--- src/rtl/multiplexador_writeback.sv ---
// -----------------------------------------------------------------------------
// multiplexador_writeback
//
// Registered write-back selector for the final pipeline stage. Picks the
// register-file write data from memory read data (Selecao = 0) or from one of
// NUM_FONTES packed sources (Selecao = k selects slice k-1). A memory select
// whose data is not valid on the accept cycle parks the block in AGUARDA_MEM
// until DadoLido_Valido arrives or TIMEOUT_CICLOS cycles elapse.
//
// Ports:
//   clock, reset           rising-edge clock, asynchronous active-low reset
//   Valido_Entrada         upstream instruction valid
//   Pronto_Entrada         block can accept (high only in OCIOSO)
//   Selecao                source select
//   Dados_Fontes           packed non-memory sources
//   EscreveReg_Entrada     instruction writes the register file
//   Endereco_Destino       destination register
//   DadoLido_Mem           memory read data
//   DadoLido_Valido        memory read data valid this cycle
//   Escolhido              registered write-back data
//   Endereco_Escrita       registered write address
//   EscreveReg             write enable, one-cycle pulse
//   Valido_Saida           one-cycle pulse per completed write-back slot
//   Erro_Selecao           one-cycle pulse: Selecao out of range
//   Erro_Timeout           one-cycle pulse: memory data never arrived
// -----------------------------------------------------------------------------
module multiplexador_writeback #(
   parameter int unsigned DATA_WIDTH     = 32,
   parameter int unsigned NUM_FONTES     = 3,
   parameter int unsigned SEL_WIDTH      = 2,
   parameter int unsigned REG_ADDR_WIDTH = 5,
   parameter int unsigned TIMEOUT_CICLOS = 16
) (
   input  logic                             clock,
   input  logic                             reset,
   input  logic                             Valido_Entrada,
   output logic                             Pronto_Entrada,
   input  logic [SEL_WIDTH-1:0]             Selecao,
   input  logic [NUM_FONTES*DATA_WIDTH-1:0] Dados_Fontes,
   input  logic                             EscreveReg_Entrada,
   input  logic [REG_ADDR_WIDTH-1:0]        Endereco_Destino,
   input  logic [DATA_WIDTH-1:0]            DadoLido_Mem,
   input  logic                             DadoLido_Valido,
   output logic [DATA_WIDTH-1:0]            Escolhido,
   output logic [REG_ADDR_WIDTH-1:0]        Endereco_Escrita,
   output logic                             EscreveReg,
   output logic                             Valido_Saida,
   output logic                             Erro_Selecao,
   output logic                             Erro_Timeout
);

   localparam int unsigned CntW = $clog2(TIMEOUT_CICLOS + 1);

   localparam logic [0:0] OCIOSO      = 1'b0;
   localparam logic [0:0] AGUARDA_MEM = 1'b1;

   localparam logic [SEL_WIDTH-1:0] SelMax    = SEL_WIDTH'(NUM_FONTES);
   localparam logic [CntW-1:0]      CntLimite = CntW'(TIMEOUT_CICLOS);

   logic [0:0]                estado_q, estado_d;
   logic [CntW-1:0]           cont_q, cont_d;
   logic [REG_ADDR_WIDTH-1:0] end_lat_q, end_lat_d;
   logic                      esc_lat_q, esc_lat_d;
   logic [DATA_WIDTH-1:0]     escolhido_q, escolhido_d;
   logic [REG_ADDR_WIDTH-1:0] end_esc_q, end_esc_d;
   logic                      escreve_q, escreve_d;
   logic                      valido_q, valido_d;
   logic                      erro_sel_q, erro_sel_d;
   logic                      erro_to_q, erro_to_d;

   logic [DATA_WIDTH-1:0]     fonte;
   logic                      sel_invalida;

   // Slice k-1 of Dados_Fontes for Selecao = k; zero for memory/out-of-range.
   always_comb begin
      fonte = '0;
      for (int i = 0; i < NUM_FONTES; i++) begin
         if (Selecao == SEL_WIDTH'(i + 1)) begin
            fonte = Dados_Fontes[i*DATA_WIDTH +: DATA_WIDTH];
         end
      end
   end

   assign sel_invalida   = (Selecao > SelMax);
   assign Pronto_Entrada = (estado_q == OCIOSO);

   always_comb begin
      estado_d    = estado_q;
      cont_d      = cont_q;
      end_lat_d   = end_lat_q;
      esc_lat_d   = esc_lat_q;
      escolhido_d = escolhido_q;
      end_esc_d   = end_esc_q;
      escreve_d   = 1'b0;
      valido_d    = 1'b0;
      erro_sel_d  = 1'b0;
      erro_to_d   = 1'b0;

      case (estado_q)
         OCIOSO: begin
            if (Valido_Entrada) begin
               end_lat_d = Endereco_Destino;
               esc_lat_d = EscreveReg_Entrada;
               if (sel_invalida) begin
                  escolhido_d = '0;
                  end_esc_d   = Endereco_Destino;
                  valido_d    = 1'b1;
                  erro_sel_d  = 1'b1;
               end else if (Selecao == '0) begin
                  if (DadoLido_Valido) begin
                     escolhido_d = DadoLido_Mem;
                     end_esc_d   = Endereco_Destino;
                     escreve_d   = EscreveReg_Entrada & (|Endereco_Destino);
                     valido_d    = 1'b1;
                  end else begin
                     estado_d = AGUARDA_MEM;
                     cont_d   = CntW'(1);
                  end
               end else begin
                  escolhido_d = fonte;
                  end_esc_d   = Endereco_Destino;
                  escreve_d   = EscreveReg_Entrada & (|Endereco_Destino);
                  valido_d    = 1'b1;
               end
            end
         end
         AGUARDA_MEM: begin
            if (DadoLido_Valido) begin
               escolhido_d = DadoLido_Mem;
               end_esc_d   = end_lat_q;
               escreve_d   = esc_lat_q & (|end_lat_q);
               valido_d    = 1'b1;
               estado_d    = OCIOSO;
               cont_d      = '0;
            end else if (cont_q == CntLimite) begin
               // Give up: slot completes with an error, data register untouched.
               end_esc_d = end_lat_q;
               valido_d  = 1'b1;
               erro_to_d = 1'b1;
               estado_d  = OCIOSO;
               cont_d    = '0;
            end else begin
               cont_d = cont_q + CntW'(1);
            end
         end
         default: begin
            estado_d = OCIOSO;
            cont_d   = '0;
         end
      endcase
   end

   always_ff @(posedge clock or negedge reset) begin
      if (!reset) begin
         estado_q    <= OCIOSO;
         cont_q      <= '0;
         end_lat_q   <= '0;
         esc_lat_q   <= 1'b0;
         escolhido_q <= '0;
         end_esc_q   <= '0;
         escreve_q   <= 1'b0;
         valido_q    <= 1'b0;
         erro_sel_q  <= 1'b0;
         erro_to_q   <= 1'b0;
      end else begin
         estado_q    <= estado_d;
         cont_q      <= cont_d;
         end_lat_q   <= end_lat_d;
         esc_lat_q   <= esc_lat_d;
         escolhido_q <= escolhido_d;
         end_esc_q   <= end_esc_d;
         escreve_q   <= escreve_d;
         valido_q    <= valido_d;
         erro_sel_q  <= erro_sel_d;
         erro_to_q   <= erro_to_d;
      end
   end

   assign Escolhido        = escolhido_q;
   assign Endereco_Escrita = end_esc_q;
   assign EscreveReg       = escreve_q;
   assign Valido_Saida     = valido_q;
   assign Erro_Selecao     = erro_sel_q;
   assign Erro_Timeout     = erro_to_q;

endmodule

--- config.mk ---
export PLATFORM = sky130hd
export DESIGN_NAME = multiplexador_writeback
export DESIGN_NICKNAME = d
export VERILOG_FILES = /design/src/rtl/multiplexador_writeback.sv
export SDC_FILE = /design/constraint.sdc
export NUM_CORES = 1
export LEC_CHECK = 0
export BUFFER_PORTS_ARGS = -buffer_cell sky130_fd_sc_hd__buf_2
export CAP_MARGIN = 0
export CORE_ASPECT_RATIO = 0.9
export CORE_MARGIN = 2
export CORE_UTILIZATION = 30
export DETAILED_ROUTE_END_ITERATION = 7
export GPL_TIMING_DRIVEN = 0
export PLACE_DENSITY = 0.71
export SKIP_LAST_GASP = 1
export SLEW_MARGIN = 20
export SYNTH_ARGS = -nofsm -noshare
export SYNTH_HDL_FRONTEND = slang
export SYNTH_SLANG_ARGS = --single-unit
--- constraint.sdc ---
create_clock -name clock -period 2.97 [get_ports clock]
set_input_delay 0.1485 -clock clock [delete_from_list [all_inputs] [get_ports clock]]
set_output_delay 0.1485 -clock clock [all_outputs]
set_load 0.005 [all_outputs]
==> results.cfg, run 1 <==
[final_layout]
final_cells = 547
area_growth_syn_to_layout_pct = 39.4
num_antenna_cells = 0
mostFrequentLayoutCells = buf_2, dfrtp_1, mux2i_1, a2bb2oi_1, o221a_2
fillers = 933
final_common_cell = buf_2
multi_input_area_sq_um = 1490
seq_area_sq_um = 1300
drive_above_1_share_pct = 60.1
nets = 562

[hold_path]
whs_path_depth = 2
holdCritPathClass = input pin to flip-flop

[yosys]
synth_top_area_cell = dfrtp_1
synthSimpleGateAreaFrac_pct = 6.36
synth_area_sq_um = 2930
synth.area.top_cells = dfrtp_1, mux2i_1, o221a_2
synth_top_family_by_area = compound AO/OA/AOI/OAI gates
synth.avg_cell_area_sq_um = 12.5
syn_inst = 234
synth.area.mux_share_pct = 17.0
synth_adder_area_share_pct = 0.854
synth_ff_type = dfrtp_1
yosysTopAreaCellShare_pct = 44.4
ys_seq_area_share_pct = 44.4
synth_enable_flop_cells = 0
ys_async_sr_fraction_pct = 100
syn-num-nets = 376
ys_ff_latch = 52
synth_compound_area_share_pct = 25.8
post_synth_num_cell_types = 41
synth_xor_area_share_pct = 0.598
ys_warn_count = 0

[clock_network]
clk_latency_ns = 0.30
cts_tree = yes
htree_levels = 2
clk_pin_slew_ns = 0.09
cts_sinks = 52
post-cts-setup-buffer-count = 0
hold_buffers = 1
numCtsBuffers = 5
clockRootBuffer = clkbuf_8
cts-resized-gates = 0
cts.path.max_buffers = 2

[power_and_ir_drop]
internal_power_uw = 1320
ir_drop_uv = 213
p_leak_uw = 0.00200
power_density_nw_per_um2 = 454
power.share.sequential_pct = 48.0
power_frac_comb_pct = 29.3
clkPwrFrac_pct = 22.7
p_switching_uw = 537
p_sw_share_pct = 29.0

[sta]
setup_violations = 0
report.final.slew_viol_count = 0
rsz0062_at_grt = false
fmax_mhz = 560
skew_ns = 0.00411
holdWs_ns = 0.103
fin_crit_sh_pct = 60.1
min_period_ns = 1.79
worstMarginPinSlew_ns = 0.680
finalHoldViolations = 0
tns_ns = 0
slew_headroom_pct = 54.7

[placement]
gp_congestion = 0.783
place_inst = 538
hpwl_mm = 6.68
numPortBuffers = 178

[route]
num_vias = 2734
drtPass1Iterations = 4
antenna_left = 0
drt_first_iter_violations = 127
wl_mm = 8.82
via_per_inst = 5.00
drc = 0
wire_per_inst_microns = 16.1

[run]
cap_violations = 0

[floorplanning]
dieWidth_microns = 108
rows = 34
ios = 182
initial_utilization_pct = 30.6
die_y_microns = 97.8
dieArea_sq_um = 10600
core_sq_um = 9570

[setup_path]
end_kind = flip-flop
crit_type = flip-flop to flip-flop
start_kind = flip-flop
cp_max_fo = 6
r2r_cells = 5
arrival_ns = 1.98
worstPathRequired_ns = 3.17

[global_route]
grt_remaining_overflow = 0
grt_antenna_before_repair = 0
grt_pass1_vias = 2800
grt_usage_pct = 16.4
grt_pass1_wl_mm = 13.7
grt_max_degree = 53

[outcome]
run_status = finished, final reports clean
stage by stage:
stage / utilization (%) / power [uW] / cell area (sq um) / setup WS (ns)
2_1_floorplan: - / 1180 / 2930 / 1.38
3_3_place_gp: 41.6 / 1430 / 3980 / 1.21
3_5_place_dp: 41.6 / 1450 / 3980 / 1.18
4_1_cts: 42.7 / 1880 / 4080 / 1.16
5_1_grt: 42.7 / 1970 / 4080 / 1.10
6_report: 42.7 / 1860 / 4080 / 1.18
cells by family after synthesis:
logic type | count (synthesis)
AO/OA/AOI/OAI | 79
XOR/XNOR | 2
adder cells (fa/ha/maj) | 2
buffers and inverters | 27
flip-flops | 52
multiplexers | 48
other | 1
AND/OR/NAND/NOR | 23
Yosys cell counts, types with 2 or more instances:
library cell,number
xor2_1,2
mux2i_1,33
o221a_2,27
nor3b_1,2
o2bb2ai_1,2
clkbuf_1,2
dfrtp_1,52
nor2_1,3
nor3_2,2
nand3_1,4
mux2_1,3
o21a_1,2
inv_1,4
or4_1,2
ha_1,2
o221a_1,4
buf_4,5
buf_2,16
a2bb2oi_1,31
a21oi_1,2
mux2_2,12
nand2_1,3
power groups by stage:
stage / clock network [uW] / logic (uW) / registers [uW]
3_5_place_dp: 0 / 549 / 904
4_1_cts: 440 / 553 / 890
6_report: 421 / 543 / 891
3_3_place_gp: 0 / 537 / 898
2_1_floorplan: 0 / 278 / 905
5_1_grt: 468 / 601 / 906
metal layers:
layer	GRT usage, %	up-vias	wire (microns)
li1	-	1309	-
met2	28.4	113	4150
met1	20.5	1303	3800
met5	0	-	0
met3	3.67	9	736
met4	4.44	0	121
flip-flops by register name, summed over array words and instances, names as in the netlist:
| name | cells |
|---|---|
| Escolhido | 32 |
| Endereco_Escrita | 5 |
| cont_q | 5 |
| end_lat_q | 5 |
| Erro_Timeout | 1 |
| EscreveReg | 1 |
| Valido_Saida | 1 |
| esc_lat_q | 1 |
| estado_q | 1 |
worst max-delay path, stage by stage (launching register included):
cell and delay, ns:
dfrtp_1 0.44, inv_1 0.08, ha_1 0.19, nand4bb_4 0.16, a211oi_4 0.42, mux2_2 0.38
final timing paths:
check,startpoint,to,slack (ns)
max reg2reg,cont_q[0]$_DFFE_PN0P_,Endereco_Escrita[4]$_DFFE_PN0P_,1.18
min reg2reg,esc_lat_q$_DFFE_PN0P_,esc_lat_q$_DFFE_PN0P_,0.49
max in group asynchronous,reset,Escolhido[5]$_DFFE_PN0N_,2.09
max,cont_q[0]$_DFFE_PN0P_,Endereco_Escrita[4]$_DFFE_PN0P_,1.18
min,Endereco_Destino[0],end_lat_q[0]$_DFFE_PN0P_,0.10
min in group asynchronous,reset,cont_q[0]$_DFFE_PN0P_,0.40
cell type report:
type                            count  share of cell area, %
Buffer                             23                   3.06
Multi-Input combinational cell    155                   36.5
Clock buffer                        6                   2.02
Sequential cell                    52                   31.9
Tap cell                          126                   3.86
Clock inverter                      2                  0.245
Timing Repair Buffer              179                   22.1
Inverter                            4                  0.368
Note: power is estimated with default switching activity, not from simulation.
==> run 2: changes to the inputs <==
Clock period 2.97 ns to 1.81 ns, I/O delays scaled along.
==> results.cfg, run 2 (synthesis gave the netlist of run 1 again) <==
[clock_network]
numCtsBuffers = 5
clk_latency_ns = 0.30
cts_tree = yes
cts_sinks = 52
htree_levels = 2
clk_pin_slew_ns = 0.09
cts.path.max_buffers = 2
clockRootBuffer = clkbuf_8

[placement]
numPortBuffers = 178
dpl_worst_slack_ns = 0.0172
hpwl_mm = 6.68
place_inst = 538
gp_congestion = 0.783

[setup_path]
reg2reg_to = Endereco_Escrita[3]$_DFFE_PN0P_
critPathMaxStageDelay_ns = 0.43
reg2reg_slack_ns = 0.1
cp_max_fo = 6
r2r-start = cont_q[1]$_DFFE_PN0P_
start_kind = flip-flop
crit_type = flip-flop to flip-flop
r2r_cells = 6
worstPathRequired_ns = 2.00
arrival_ns = 1.91
path_cells = inv_1 -> ha_1 -> nand4bb_4 -> a211oi_4 -> buf_6 -> mux2_1
crit_slowest_cell = dfrtp_1
end_kind = flip-flop

[global_route]
grt_max_degree = 53
grt_pass1_wl_mm = 13.7
grt_pass1_vias = 2799
grt_antenna_before_repair = 0
grt_remaining_overflow = 0
grt_usage_pct = 16.4

[sta]
setup_slack_ns = 0.0950
fmax_mhz = 583
tns_ns = 0
slew_headroom_pct = 54.7
worstMarginPinSlew_ns = 0.680
fin_crit_sh_pct = 94.8
rsz0062_at_grt = false
finalHoldViolations = 0
setup_violations = 0
skew_ns = 0.00341
min_period_ns = 1.71
report.final.slew_viol_count = 0

[power_and_ir_drop]
p_switching_uw = 887
p_sw_share_pct = 28.9
clkPwrFrac_pct = 22.5
internal_power_uw = 2180
power_density_nw_per_um2 = 746
power.share.sequential_pct = 47.5
ir_drop_uv = 356
p_leak_uw = 0.00202
power_frac_comb_pct = 30.0

[floorplanning]
initial_utilization_pct = 30.6
dieArea_sq_um = 10600
core_sq_um = 9570
die_y_microns = 97.8
rows = 34
ios = 182
dieWidth_microns = 108

[final_layout]
mostFrequentLayoutCells = buf_2, dfrtp_1, mux2i_1, a2bb2oi_1, o221a_2
nets = 565
drive_above_1_share_pct = 60.4
largest_register_ffs = 32
final_common_cell = buf_2
final_cells = 550
final_util_pct = 42.9
fillers = 932
num_antenna_cells = 0
area_growth_syn_to_layout_pct = 40.3

[outcome]
run_status = finished, final reports clean

[hold_path]
min_from = Endereco_Destino[4]
holdCritPathClass = input pin to flip-flop
min_to = end_lat_q[4]$_DFFE_PN0P_
whs_path_depth = 2

[route]
drtPass1Iterations = 4
drt_first_iter_violations = 143
wl_mm = 8.85
antenna_left = 0
drc = 0
wire_per_inst_microns = 16.1
via_per_inst = 4.99
num_vias = 2742

[run]
cap_violations = 0
[run 2: routing by layer]
metal	up-vias	share of wire, %	track usage, %	wire length (microns)
li1	1314	-	-	-
met3	9	8.6	3.67	759
met1	1300	43	20.6	3810
met5	-	0	0	0
met4	0	1.4	4.44	121
met2	119	47	28.4	4170
[run 2: stage by stage]
step / hold slack (ns) / area [sq um] / total power [uW]
after floorplan: -0.205 / 2930 / 1940
after global placement: 0.355 / 3980 / 2350
after detailed placement: 0.175 / 3980 / 2380
after CTS: 0.0322 / 4090 / 3090
after global routing: 0.0346 / 4110 / 3260
final: 0.0451 / 4110 / 3070
[run 2: timing repair]
action | CTS | global route
endpoints found under the setup margin | 2 | 5
hold buffers | 1 | 0
gates resized for setup | 0 | 1
setup buffers | 1 | 2
pin swaps | 1 | 0
hold endpoints to repair | 52 | 0
[run 2: worst max-delay path by stage]
stage	startpoint	end	slack [ns]	cells past startpoint
after floorplan	cont_q[0]$_DFFE_PN0P_	Endereco_Escrita[0]$_DFFE_PN0P_	0.22	5
after CTS	cont_q[0]$_DFFE_PN0P_	Endereco_Escrita[1]$_DFFE_PN0P_	0.04	6
after global routing	cont_q[1]$_DFFE_PN0P_	Endereco_Escrita[3]$_DFFE_PN0P_	0.004	6
after global placement	cont_q[0]$_DFFE_PN0P_	Endereco_Escrita[4]$_DFFE_PN0P_	0.05	5
final	cont_q[1]$_DFFE_PN0P_	Endereco_Escrita[3]$_DFFE_PN0P_	0.1	6
after detailed placement	cont_q[0]$_DFFE_PN0P_	Endereco_Escrita[0]$_DFFE_PN0P_	0.02	5
[run 2: worst max-delay path: cells and delay by family (launching register included)]
| family | cells | cell delay [ns] |
|---|---|---|
| flops | 1 | 0.43 |
| compound gates | 1 | 0.27 |
| simple gates | 1 | 0.16 |
| fa+ha+maj | 1 | 0.18 |
| buf+inv | 2 | 0.23 |
| mux | 1 | 0.33 |
[run 2: area by class of cell]
class | instances | area [sq um] | area share [%]
plain buffers | 23 | 125 | 3.04
clock buffers | 6 | 82.6 | 2.01
clock inverters | 2 | 10.0 | 0.244
inverters | 4 | 15.0 | 0.365
multi-input cells | 155 | 1490 | 36.2
flip-flops and latches | 52 | 1300 | 31.7
well taps | 126 | 158 | 3.84
repair buffers | 182 | 930 | 22.6
[run 2: power groups by stage]
stage,Sequential (uW),Clock [uW],Combinational [uW]
floorplan,1480,0,456
global placement,1470,0,882
detailed placement,1480,0,901
CTS,1460,722,910
global route,1480,768,1020
finish,1460,690,921
